File: config.mk
export PLATFORM = sky130hd
export DESIGN_NAME = controle_pagamento
export DESIGN_NICKNAME = d
export VERILOG_FILES = /design/src/rtl/controle_pagamento.sv
export SDC_FILE = /design/constraint.sdc
export NUM_CORES = 1
export LEC_CHECK = 0
export CAP_MARGIN = 25
export CORE_ASPECT_RATIO = 1.25
export CORE_MARGIN = 2
export CORE_UTILIZATION = 55
export DETAILED_ROUTE_END_ITERATION = 7
export HOLD_SLACK_MARGIN = 0.03
export PLACE_DENSITY = 0.81
export SKIP_CTS_REPAIR_TIMING = 1
export SLEW_MARGIN = 20
export SYNTH_ARGS = -nofsm -noshare
export SYNTH_HDL_FRONTEND = slang
export SYNTH_SLANG_ARGS = --single-unit
File: constraint.sdc
create_clock -name clk -period 3.4 [get_ports clk]
set_input_delay 0.68 -clock clk [delete_from_list [all_inputs] [get_ports clk]]
set_output_delay 0.68 -clock clk [all_outputs]
set_load 0.05 [all_outputs]
File: src/rtl/controle_pagamento.sv
// Vending-machine payment controller: accumulates decoded banknote credit against a
// latched price, then dispenses with change, or refunds on cancel or idle timeout.
module controle_pagamento #(
  parameter int TIMEOUT_CICLOS = 1000,
  parameter int LARGURA_TIMER  = 10
) (
  input  logic       clk,
  input  logic       rst_n,
  input  logic       iniciar,
  input  logic [7:0] preco,
  input  logic [2:0] entrada_nota,
  input  logic       nota_valida,
  input  logic       cancelar,
  output logic [8:0] credito,
  output logic       liberar,
  output logic [8:0] troco,
  output logic       troco_valido,
  output logic       nota_rejeitada,
  output logic [2:0] estado
);

  typedef enum logic [2:0] {
    OCIOSO  = 3'b000,
    COLETA  = 3'b001,
    LIBERA  = 3'b010,
    TROCO   = 3'b011,
    DEVOLVE = 3'b100
  } estado_t;

  localparam logic [LARGURA_TIMER-1:0] TIMER_LIMITE = LARGURA_TIMER'(TIMEOUT_CICLOS - 1);

  estado_t                  estado_q;
  logic [8:0]               credito_q;
  logic [8:0]               troco_q;
  logic [7:0]               preco_q;
  logic [LARGURA_TIMER-1:0] timer_q;
  logic                     liberar_q;
  logic                     troco_valido_q;
  logic                     nota_rejeitada_q;
  logic [8:0]               credito_d;
  logic [8:0]               preco_ext;

  function automatic logic [8:0] decodifica(input logic [2:0] codigo);
    case (codigo)
      3'b001:  decodifica = 9'd2;
      3'b010:  decodifica = 9'd5;
      3'b011:  decodifica = 9'd10;
      3'b100:  decodifica = 9'd20;
      3'b101:  decodifica = 9'd50;
      3'b110:  decodifica = 9'd100;
      3'b111:  decodifica = 9'd200;
      default: decodifica = 9'd0;
    endcase
  endfunction

  // Max credit is 254 + 200 = 454, so the 9-bit sum cannot wrap.
  assign credito_d = credito_q + decodifica(entrada_nota);
  assign preco_ext = {1'b0, preco_q};

  always_ff @(posedge clk or negedge rst_n) begin
    if (!rst_n) begin
      estado_q         <= OCIOSO;
      credito_q        <= '0;
      troco_q          <= '0;
      preco_q          <= '0;
      timer_q          <= '0;
      liberar_q        <= 1'b0;
      troco_valido_q   <= 1'b0;
      nota_rejeitada_q <= 1'b0;
    end else begin
      liberar_q        <= 1'b0;
      troco_valido_q   <= 1'b0;
      nota_rejeitada_q <= 1'b0;
      case (estado_q)
        OCIOSO: begin
          nota_rejeitada_q <= nota_valida;
          if (iniciar) begin
            preco_q   <= preco;
            credito_q <= '0;
            timer_q   <= '0;
            estado_q  <= COLETA;
          end
        end
        COLETA: begin
          if (cancelar) begin
            nota_rejeitada_q <= nota_valida;
            troco_q          <= credito_q;
            troco_valido_q   <= 1'b1;
            estado_q         <= DEVOLVE;
          end else if (nota_valida) begin
            credito_q <= credito_d;
            timer_q   <= '0;
            if (credito_d >= preco_ext) begin
              liberar_q <= 1'b1;
              estado_q  <= LIBERA;
            end
          end else if (credito_q >= preco_ext) begin
            // Only reachable with a zero price: dispense without any note.
            liberar_q <= 1'b1;
            estado_q  <= LIBERA;
          end else if (timer_q == TIMER_LIMITE) begin
            troco_q        <= credito_q;
            troco_valido_q <= 1'b1;
            estado_q       <= DEVOLVE;
          end else begin
            timer_q <= timer_q + LARGURA_TIMER'(1);
          end
        end
        LIBERA: begin
          nota_rejeitada_q <= nota_valida;
          if (credito_q > preco_ext) begin
            troco_q        <= credito_q - preco_ext;
            troco_valido_q <= 1'b1;
            estado_q       <= TROCO;
          end else begin
            credito_q <= '0;
            estado_q  <= OCIOSO;
          end
        end
        TROCO, DEVOLVE: begin
          nota_rejeitada_q <= nota_valida;
          credito_q        <= '0;
          estado_q         <= OCIOSO;
        end
        default: begin
          credito_q <= '0;
          estado_q  <= OCIOSO;
        end
      endcase
    end
  end

  assign credito        = credito_q;
  assign liberar        = liberar_q;
  assign troco          = troco_q;
  assign troco_valido   = troco_valido_q;
  assign nota_rejeitada = nota_rejeitada_q;
  assign estado         = estado_q;

endmodule

Word level (Yosys, flattened, before mapping)
Index checks and enable logic that the tools add are counted.
{"block": "word_totals", "latch_bits": 0, "inputBits": 16, "reg_bits": 42, "out_inout_bits": 24, "mem_bits_rw": 0, "mem_count": 0, "rom_bits": 0, "wordCells": 86}
{"block": "classes", "mul": 0, "shift": 0, "n_div": 0, "muxes": 39, "eq_ne": 24, "reduce_logical": 9, "add_sub_neg": 3, "order_cmp": 3, "bitwise": 0}
{"operator": "2-to-1 mux 9 bit", "count": 9}
{"operator": "one-hot mux 8 bit (7 select lines)", "count": 1}
{"operator": "2-to-1 mux 10 bit", "count": 5}
{"operator": "one-hot mux 9 bit (3 select lines)", "count": 1}
{"operator": "one-hot mux 10 bit (2 select lines)", "count": 1}
{"operator": ">= comparator 9 x 8 -> 1 bit", "count": 2}
{"operator": "2-to-1 mux 3 bit", "count": 6}
{"operator": "one-hot mux 9 bit (2 select lines)", "count": 1}
{"operator": "equality test 3 bit, second input constant", "count": 5}
{"operator": "inequality test 3 bit, second input constant", "count": 5}
{"operator": "equality test 3 x 2 -> 1 bit, second input constant", "count": 4}
{"operator": "2-to-1 mux 1 bit", "count": 11}
{"operator": "adder 10 x 1 -> 10 bit, second input constant", "count": 1}
{"operator": "equality test 10 bit, second input constant", "count": 1}
{"operator": "inequality test 2 bit, second input constant", "count": 5}
{"operator": "AND reduction 5 bit", "count": 2}
{"operator": "adder 9 bit", "count": 1}
{"operator": "> comparator 9 x 8 -> 1 bit", "count": 1}
{"operator": "one-hot mux 3 bit (3 select lines)", "count": 1}
{"operator": "subtractor 9 x 8 -> 9 bit", "count": 1}
{"operator": "equality test 3 x 1 -> 1 bit, second input constant", "count": 2}
{"operator": "inequality test 5 bit, second input constant", "count": 1}
{"operator": "inequality test 4 bit, second input constant", "count": 1}
{"operator": "one-hot mux 1 bit (2 select lines)", "count": 2}
{"operator": "7 further kinds", "count": 8}

Depth between registers and ports, before layout
Gate-level depths: netlist of the first run.
{"block": "depth", "depth_word": 8, "mapped_depth": 14, "depth_no_buf": 14}

Least setup slack after synthesis of the first run
No wires, ideal clock.
{"block": "synth_path", "path_type": "input to register", "startpoint": "in entrada_nota[1]", "endpoint": "reg estado_q[1], in the netlist estado[1]", "cell_stages": 14, "required_ns": 3.280, "path_buffers": 0, "slack_ns": -0.007, "t_arrival_ns": 3.287, "setup_time_ns": 0.120, "cell_sequence": "nor3b_1 ha_1 fa_1 a211oi_1 nor2_1 o21a_1 nor2_1 xnor2_1 ha_1 a211oi_1 o21ai_0 o221ai_1 o2111ai_1 a41o_1"}
{"block": "synth_between", "elab_chain_len": 6, "word_cells_on_any_way": 12, "cone_classes": "1 x add/sub; 1 x order compare; 8 x eq/ne; 1 x mux; 1 x reduce/logical"}
{"item": "start: declaration", "line": "11", "rtl": "input logic [2:0] entrada_nota,"}
{"item": "equality test 3 bit, or another cell as far along", "line": "44", "rtl": "case (codigo)"}
{"item": "one-hot mux 8 bit (7 select lines) (*)", "line": "44"}
{"item": "adder 9 bit (*)", "line": "57", "rtl": "assign credito_d = credito_q + decodifica(entrada_nota);"}
{"item": ">= comparator 9 x 8 -> 1 bit (*)", "line": "93", "rtl": "if (credito_d >= preco_ext) begin"}
{"item": "inequality test 4 bit (no line) (*)"}
{"item": "AND reduction 3 bit (no line) (*)"}
{"item": "end signal: assignment", "line": "62", "rtl": "estado_q <= OCIOSO;"}
{"item": "end signal: assignment", "line": "95", "rtl": "estado_q <= LIBERA;"}
{"item": "end signal: assignment", "line": "100", "rtl": "estado_q <= LIBERA;"}
{"item": "end: declaration", "line": "32", "rtl": "estado_t estado_q;"}
Mark *: on every way between the ends. The rest lies on a longest branch, timed or not.
A chain may end at the register's enable or synchronous reset.

Worst setup path in the final report of the first run
Same ends and word-level chain as after synthesis.

==> results by group, run 1 <==
Timing
  • Final Max Slew Viols: 0
  • Max Freq: approximately 300 MHz
  • Unrepaired setup endpoints after global routing: true
  • Hold WS: around 320 ps
  • Min Tclk post-route: roughly 3400 ps
  • Setup TNS: 0 ps
  • Skew final: 2.97 ps
  • Setup Viol. Count Final: 0
  • Worst Tran Pin Value: between 500 and 600 ps
  • Slew HR: between 60% and 70%
  • Final Hold Fails: 0
  • Tcrit/Tclk final: 99.6%

Worst setup path
  • Worst Path Max Fanout: 3
  • Buffers and inverters on the worst path: 1
  • CP endpoint kind: flop
  • Critical path type: input pin to flop
  • CP arrival: about 3600 ps
  • Slowest cell on the critical path: fa_2
  • Max incr delay on CP: 360 ps
  • Worst path cell trace: buf_8, nor3b_4, ha_2, fa_2, a211oi_2, nor2_1, o21a_1, nor2_1, xnor2_1, ha_1, a211oi_2, o21ai_1, o221ai_1, o2111ai_2, a41o_1
  • Cell family with the largest share of critical-path delay: compound AO/OA/AOI/OAI gates
  • CP Data Required Time: about 3600 ps
  • Critical Path Start Type: input pin

Synthesis
  • Synth Flop Type: dfrtp_1
  • Synthesized area: around 2900 sq um
  • Synth top area share: 35.9%
  • Async SR Flop Fraction: 100%
  • FF+latch count, synth: between 40 and 50
  • YS warnings: 0
  • Register area share after synthesis: 35.9%
  • Largest cells by area after synthesis: dfrtp_1 (36%), ha_1 (11%), o21ai_0 (4.4%), nand2_1 (3.3%), mux2_4 (3.1%)
  • Synth area leader: dfrtp_1
  • Net Count, Synth: 357
  • Cell count after synthesis: around 310
  • Synth cell types: 58
  • EDFF count, synth: 0
  • Synthesized area per cell: 9.33 sq um

Detailed routing
  • Mean routed wirelength per cell: ~16 um
  • DR top layer: met4
  • M1 WL: 3.02 mm
  • DRC Markers: 0
  • Total routed wirelength: between 7 and 8 mm
  • Met2 wire len: 3.80 mm
  • Vias post-DR: about 2,700
  • Drt via density: between 5 and 6
  • Post-DRT Antenna Nets: 0
  • WL met3: roughly 240 um
  • 1st-iter DRT viols: around 140
  • First drt pass iteration count: 5

Power
  • Lkg Pwr: 1.69 nW
  • Clock share of power: 13.7%
  • Sw Ratio: 46.6%
  • Comb pwr share: between 60% and 70%
  • Pwr/cell area: just under 800 nW/um^2
  • Peak supply drop: between 0.4 and 0.5 mV
  • Sequential share of power: about a quarter
  • Psw: 1.35 mW
  • Pint: 1.55 mW
  • Total Power: between 2 and 3 mW

Layout
  • Area growth from synthesis to layout: 27.9%
  • Final Instance Area: between 3000 and 4000 sq um
  • Share of cells above drive strength 1: approximately 18%
  • Utilization after layout: between 70 and 80%
  • Final #Nets: between 400 and 500
  • Diode count: 0

Placed design
  • Number of port buffers: 39
  • HPWL Detailed: between 5 and 6 mm
  • Placed cell areas: ~3600 sq um
  • Placer Congestion: between 0.8 and 0.9

Global routing
  • Number of global-route vias before repair: between 2,000 and 3,000
  • Total GRT Usage: 25.7%
  • Initial antenna violation count: 0
  • First-pass GRT wire length: approximately 12 mm
  • Largest net degree at the start of global routing: 43
  • GRT overflow: 0

Clock tree
  • Root Driver: clkbuf_8
  • H-tree lvl count: 2
  • Clock Tree Buf Depth: 2
  • Clk pin slew, worst setup/hold paths: about 80 ps
  • Clk sinks: 42
  • Clk_lat worst skew: 300 ps
  • Cts bufs inserted: 5
  • CTS tree: built

Die
  • # IOs: 40
  • Die Y: between 80 and 90 um
  • Initial core utilization: between 50% and 60%
  • Rows: 29
  • Chip width: 69.3 um
  • Core ar.: between 5000 and 6000 sq um
  • Total die area: ~5900 sq um

Hold path
  • Hold WC Path Type: input pin to async pin

Run
  • Max_cap viols: 0

Status
  • Outcome: finished clean
state kept, by name, indices dropped and copies added (netlist names):
signal,count
timer_q,10
credito,9
troco,9
preco_q,8
estado,3
liberar,1
nota_rejeitada,1
troco_valido,1
cell type report:
| type | count | area [sq um] |
|---|---|---|
| clock buffers | 6 | 72.6 |
| clock inverters | 2 | 37.5 |
| fillers | 363 | 1370 |
| inverters | 13 | 48.8 |
| multi-input cells | 253 | 1830 |
| flip-flops and latches | 42 | 1050 |
| well taps | 62 | 77.6 |
| repair buffers | 69 | 626 |
path summary, 6_finish.rpt:
kind | from | endpoint | slack [ps] | cells after the start
max in group asynchronous | rst_n | estado[0]$_DFFE_PN0P_ | 2590 | 2
min in group clk | troco[8]$_DFFE_PN0P_ | troco[8]$_DFFE_PN0P_ | 520 | 1
worst min register to register | troco[8]$_DFFE_PN0P_ | troco[8]$_DFFE_PN0P_ | 520 | 1
worst max-delay path | entrada_nota[1] | estado[1]$_DFFE_PN0P_ | 10 | 15
worst max register to register | credito[0]$_DFFE_PN0P_ | estado[1]$_DFFE_PN0P_ | 220 | 13
worst min-delay path | rst_n | troco_valido$_DFF_PN0_ | 320 | 1
synthesized netlist by cell type (2+ instances only):
| master | n |
|---|---|
| nor2_1 | 24 |
| dfrtp_1 | 42 |
| a211oi_1 | 7 |
| mux2_4 | 6 |
| nand2_1 | 26 |
| and3_1 | 4 |
| o211ai_1 | 2 |
| nor3b_1 | 2 |
| o21ai_0 | 26 |
| xnor2_1 | 8 |
| or3_1 | 2 |
| nand3_1 | 10 |
| o21a_1 | 6 |
| a21oi_1 | 16 |
| nand2b_1 | 6 |
| o21ai_2 | 3 |
| nor2_2 | 2 |
| o31ai_1 | 4 |
| ha_1 | 25 |
| inv_1 | 13 |
| nor2b_1 | 5 |
| a31oi_1 | 2 |
| and2_1 | 3 |
| nand4_1 | 6 |
| clkbuf_1 | 4 |
| o22ai_1 | 2 |
| and4_1 | 2 |
| a21o_1 | 5 |
| or4_1 | 2 |
| nor3_1 | 10 |
| a22o_1 | 8 |
| fa_1 | 2 |
| xor2_1 | 4 |
per-layer routing:
metal	vias up	track usage, %
met2	67	47.0
li1	1303	-
met3	17	3.06
met4	0	13.7
met5	-	0
met1	1279	29.2
cells in the final DEF, fill, tap and decap left out, types with 8 or more instances in the layout:
| cell type | count |
|---|---|
| nor3_1 | 10 |
| a22o_1 | 8 |
| ha_1 | 24 |
| a21oi_1 | 16 |
| dfrtp_1 | 42 |
| nor2_1 | 24 |
| buf_4 | 29 |
| nand3_1 | 10 |
| inv_1 | 13 |
| xnor2_1 | 8 |
| o21ai_0 | 24 |
| clkdlybuf4s50_1 | 35 |
| nand2_1 | 26 |
per-stage QoR:
step	cells	setup slack, ps
2_1_floorplan	314	37.9
3_3_place_gp	435	-530
3_5_place_dp	435	-708
4_1_cts	443	-400
5_1_grt	447	-178
6_report	447	14.4
worst register-to-register path: cells and delay by family, from the launching register on:
family,cells,cell delay (ps)
compound gates,7,1450
xor+xnor,1,160
fa+ha+maj,3,850
flops,1,410
simple gates,2,220
power groups by stage:
| stage | clock (mW) | sequential [mW] | combinational, mW |
|---|---|---|---|
| 2_1_floorplan | 0 | 1.01 | 0.932 |
| 3_3_place_gp | 0 | 0.749 | 1.69 |
| 3_5_place_dp | 0 | 0.754 | 1.73 |
| 4_1_cts | 0.402 | 0.746 | 1.74 |
| 5_1_grt | 0.421 | 0.766 | 1.93 |
| 6_report | 0.399 | 0.745 | 1.77 |
cells by family (layout without fill, tap and decap cells):
logic type / count (synthesis) / count (layout) / synth area share [%]
simple gates: 111 / 111 / 19.3
compound gates: 95 / 95 / 22.7
flops: 42 / 42 / 35.9
fa+ha+maj: 27 / 27 / 12.0
buf+inv: 19 / 90 / 2.69
xor+xnor: 12 / 12 / 3.59
mux: 8 / 8 / 3.80
No activity file was read; power rests on OpenSTA's default activity.
==> inputs of run 2 (changes only) <==
--- a/config.mk
+++ b/config.mk
@@ -8,10 +8,10 @@
 export CAP_MARGIN = 25
 export CORE_ASPECT_RATIO = 1.25
 export CORE_MARGIN = 2
-export CORE_UTILIZATION = 55
+export CORE_UTILIZATION = 34
 export DETAILED_ROUTE_END_ITERATION = 7
 export HOLD_SLACK_MARGIN = 0.03
-export PLACE_DENSITY = 0.81
+export PLACE_DENSITY = 0.55
 export SKIP_CTS_REPAIR_TIMING = 1
 export SLEW_MARGIN = 20
 export SYNTH_ARGS = -nofsm -noshare
==> run 2 against run 1 <==
Against the previous run: clock power is 5% higher; combinational power hardly changed; sequential cell count is the same; utilization is 28 points lower; sequential power is 0.5% lower; hold slack worse by 54 ps; highest routed layer unchanged.
==> results by group, run 2 (same netlist as run 1, synthesis figures left out) <==
Status
  • Outcome: finished clean

Power
  • Clock share of power: 14.2% (+0.5 points)
  • Total Power: 2.94 mW (+0.96%)
  • Sequential share of power: 25.2% (-0.4 points)
  • Sw Ratio: 46.5% (-0.12 points)
  • Pwr/cell area: 775 nW/um^2 (-0.14%)
  • Peak supply drop: 0.228 mV (-49%)
  • Pint: 1.57 mW (+1.2%)
  • Psw: 1.36 mW (+0.71%)
  • Comb pwr share: 60.6% (about the same)
  • Lkg Pwr: 1.70 nW (+0.29%)

Die
  • Rows: 37 (+28%)
  • Chip width: 87.0 um (+26%)
  • Core ar.: 8290 sq um (+62%)
  • Total die area: 9380 sq um (+58%)
  • Die Y: 108 um (+26%)
  • Initial core utilization: 35.3% (-22 points)
  • # IOs: 40 (unchanged)

Hold path
  • Hold WC Path Type: input pin to async pin

Clock tree
  • CTS tree: built
  • H-tree lvl count: 2 (unchanged)
  • Clock Tree Buf Depth: 2 (unchanged)
  • Cts bufs inserted: 5 (unchanged)
  • Clk pin slew, worst setup/hold paths: 90 ps (about the same)
  • Clk_lat worst skew: 300 ps (about the same)
  • Root Driver: clkbuf_8
  • Clk sinks: 42 (unchanged)

Global routing
  • Initial antenna violation count: 0 (unchanged)
  • First-pass GRT wire length: 12.9 mm (+4.5%)
  • GRT overflow: 0 (unchanged)
  • Total GRT Usage: 17.5% (-8.2 points)
  • Number of global-route vias before repair: 2,604 (-3.1%)
  • Largest net degree at the start of global routing: 43 (unchanged)

Worst setup path
  • CP Data Required Time: 3600 ps (about the same)
  • Worst path cell trace: buf_6, nor3b_4, ha_2, fa_2, a211oi_2, nor2_1, o21a_1, nor2_2, xnor2_2, ha_1, a211oi_2, o21ai_1, o221ai_2, o2111ai_2, a41o_1
  • Critical path type: input pin to flop
  • Critical Path Start Type: input pin
  • Slowest cell on the critical path: fa_2
  • CP endpoint kind: flop
  • Worst Path Max Fanout: 3 (unchanged)
  • CP arrival: 3570 ps (about the same)
  • Launch point of the critical path: entrada_nota[1]
  • Max incr delay on CP: 410 ps (+50 ps)
  • Crit-path most repeated cell: a211oi_2
  • RR Startpoint: credito[0]$_DFFE_PN0P_

Layout
  • Area growth from synthesis to layout: 29.3%
  • Share of cells above drive strength 1: 18.0% (+0.35 points)
  • Most frequent cells in the layout: dfrtp_1 (42), clkdlybuf4s50_1 (35), buf_4 (28)
  • Filler Cells Inserted: 825 (+130%)
  • Final #Nets: 426 (-0.23%)
  • Commonest non-fill, non-tap cell in the layout: dfrtp_1
  • Largest Register: timer_q
  • Diode count: 0 (unchanged)
  • Final Non-Filler Cells: 480 (+7.4%)
  • Largest register FFs: 10 (unchanged)
  • Utilization after layout: 45.7% (-28 points)

Timing
  • Unrepaired setup endpoints after global routing: true
  • Min Tclk post-route: 3380 ps (-9.60 ps)
  • Max Freq: 296 MHz (+0.28%)
  • Tcrit/Tclk final: 99.3% (-0.28 points)
  • Hold WS: 269 ps (-53.8 ps)
  • Final Hold Fails: 0 (unchanged)
  • Slew HR: 63.6% (+3.5 points)
  • Setup Viol. Count Final: 0 (unchanged)
  • Final Max Slew Viols: 0 (unchanged)
  • Worst Tran Pin Value: 533 ps (-50.9 ps)
  • Skew final: 17.2 ps (+14.3 ps)

Detailed routing
  • Mean routed wirelength per cell: 16.1 um (-1.2%)
  • 1st-iter DRT viols: 105 (-23%)
  • Post-DRT Antenna Nets: 0 (unchanged)
  • Total routed wirelength: 7.71 mm (+6.1%)
  • Drt via density: 5.39 (-9.6%)
  • First drt pass iteration count: 6 (+1)
  • Vias post-DR: 2,589 (-2.9%)
  • DRC Markers: 0 (unchanged)

Placed design
  • HPWL Detailed: 6.02 mm (+4.7%)
  • Number of port buffers: 39 (unchanged)
  • Placer Congestion: 0.868 (-3.2%)
  • Placed insts: 471 (+8.3%)

Run
  • Max_cap viols: 0 (unchanged)
## run 2: layer usage
layer | GRT usage, % | wire, um
met5 | 0 | 0
met4 | 6.47 | 173
met3 | 2.22 | 217
met2 | 28.7 | 3780
met1 | 23.2 | 3540
## run 2: stage by stage
| stage | TNS, ps | cell area (sq um) | worst slack [ps] |
|---|---|---|---|
| final | 0 | 3790 | 23.9 |
| after global routing | -306 | 3790 | -127 |
| after detailed placement | -1860 | 3610 | -677 |
| after global placement | -1610 | 3610 | -588 |
| after CTS | -986 | 3730 | -381 |
| after floorplan | 0 | 2930 | 37.9 |
## run 2: cell type report
type / instances / area, sq um / share of cell area, %
Multi-Input combinational cell: 253 / 1850 / 48.8
Sequential cell: 42 / 1050 / 27.7
Timing Repair Buffer: 68 / 607 / 16.0
Tap cell: 97 / 121 / 3.20
Clock buffer: 6 / 82.6 / 2.18
Inverter: 13 / 48.8 / 1.29
Clock inverter: 1 / 30.0 / 0.793
## run 2: final timing paths
path	endpoint	slack (ps)	cells after the start
max in group asynchronous	troco[6]$_DFFE_PN0P_	2650	2
min reg2reg	troco[6]$_DFFE_PN0P_	520	1
max reg2reg	estado[1]$_DFFE_PN0P_	240	13
min in group clk	troco[6]$_DFFE_PN0P_	520	1
min	preco_q[3]$_DFFE_PN0P_	270	1
max	estado[1]$_DFFE_PN0P_	20	15
## run 2: critical path, delay by kind of cell
family | cells | cell delay (ps)
and+or+nand+nor | 3 | 360
AOI/OAI and AO/OA | 7 | 1400
adders and majority gates | 3 | 950
buffers and inverters | 1 | 90
xor gates and xnor gates | 1 | 90
## run 2: power groups by stage
stage	clock network (mW)	registers (mW)	logic, mW
floorplan	0	1.01	0.932
global placement	0	0.751	1.72
detailed placement	0	0.752	1.75
CTS	0.423	0.744	1.75
global route	0.444	0.760	1.96
finish	0.417	0.741	1.78
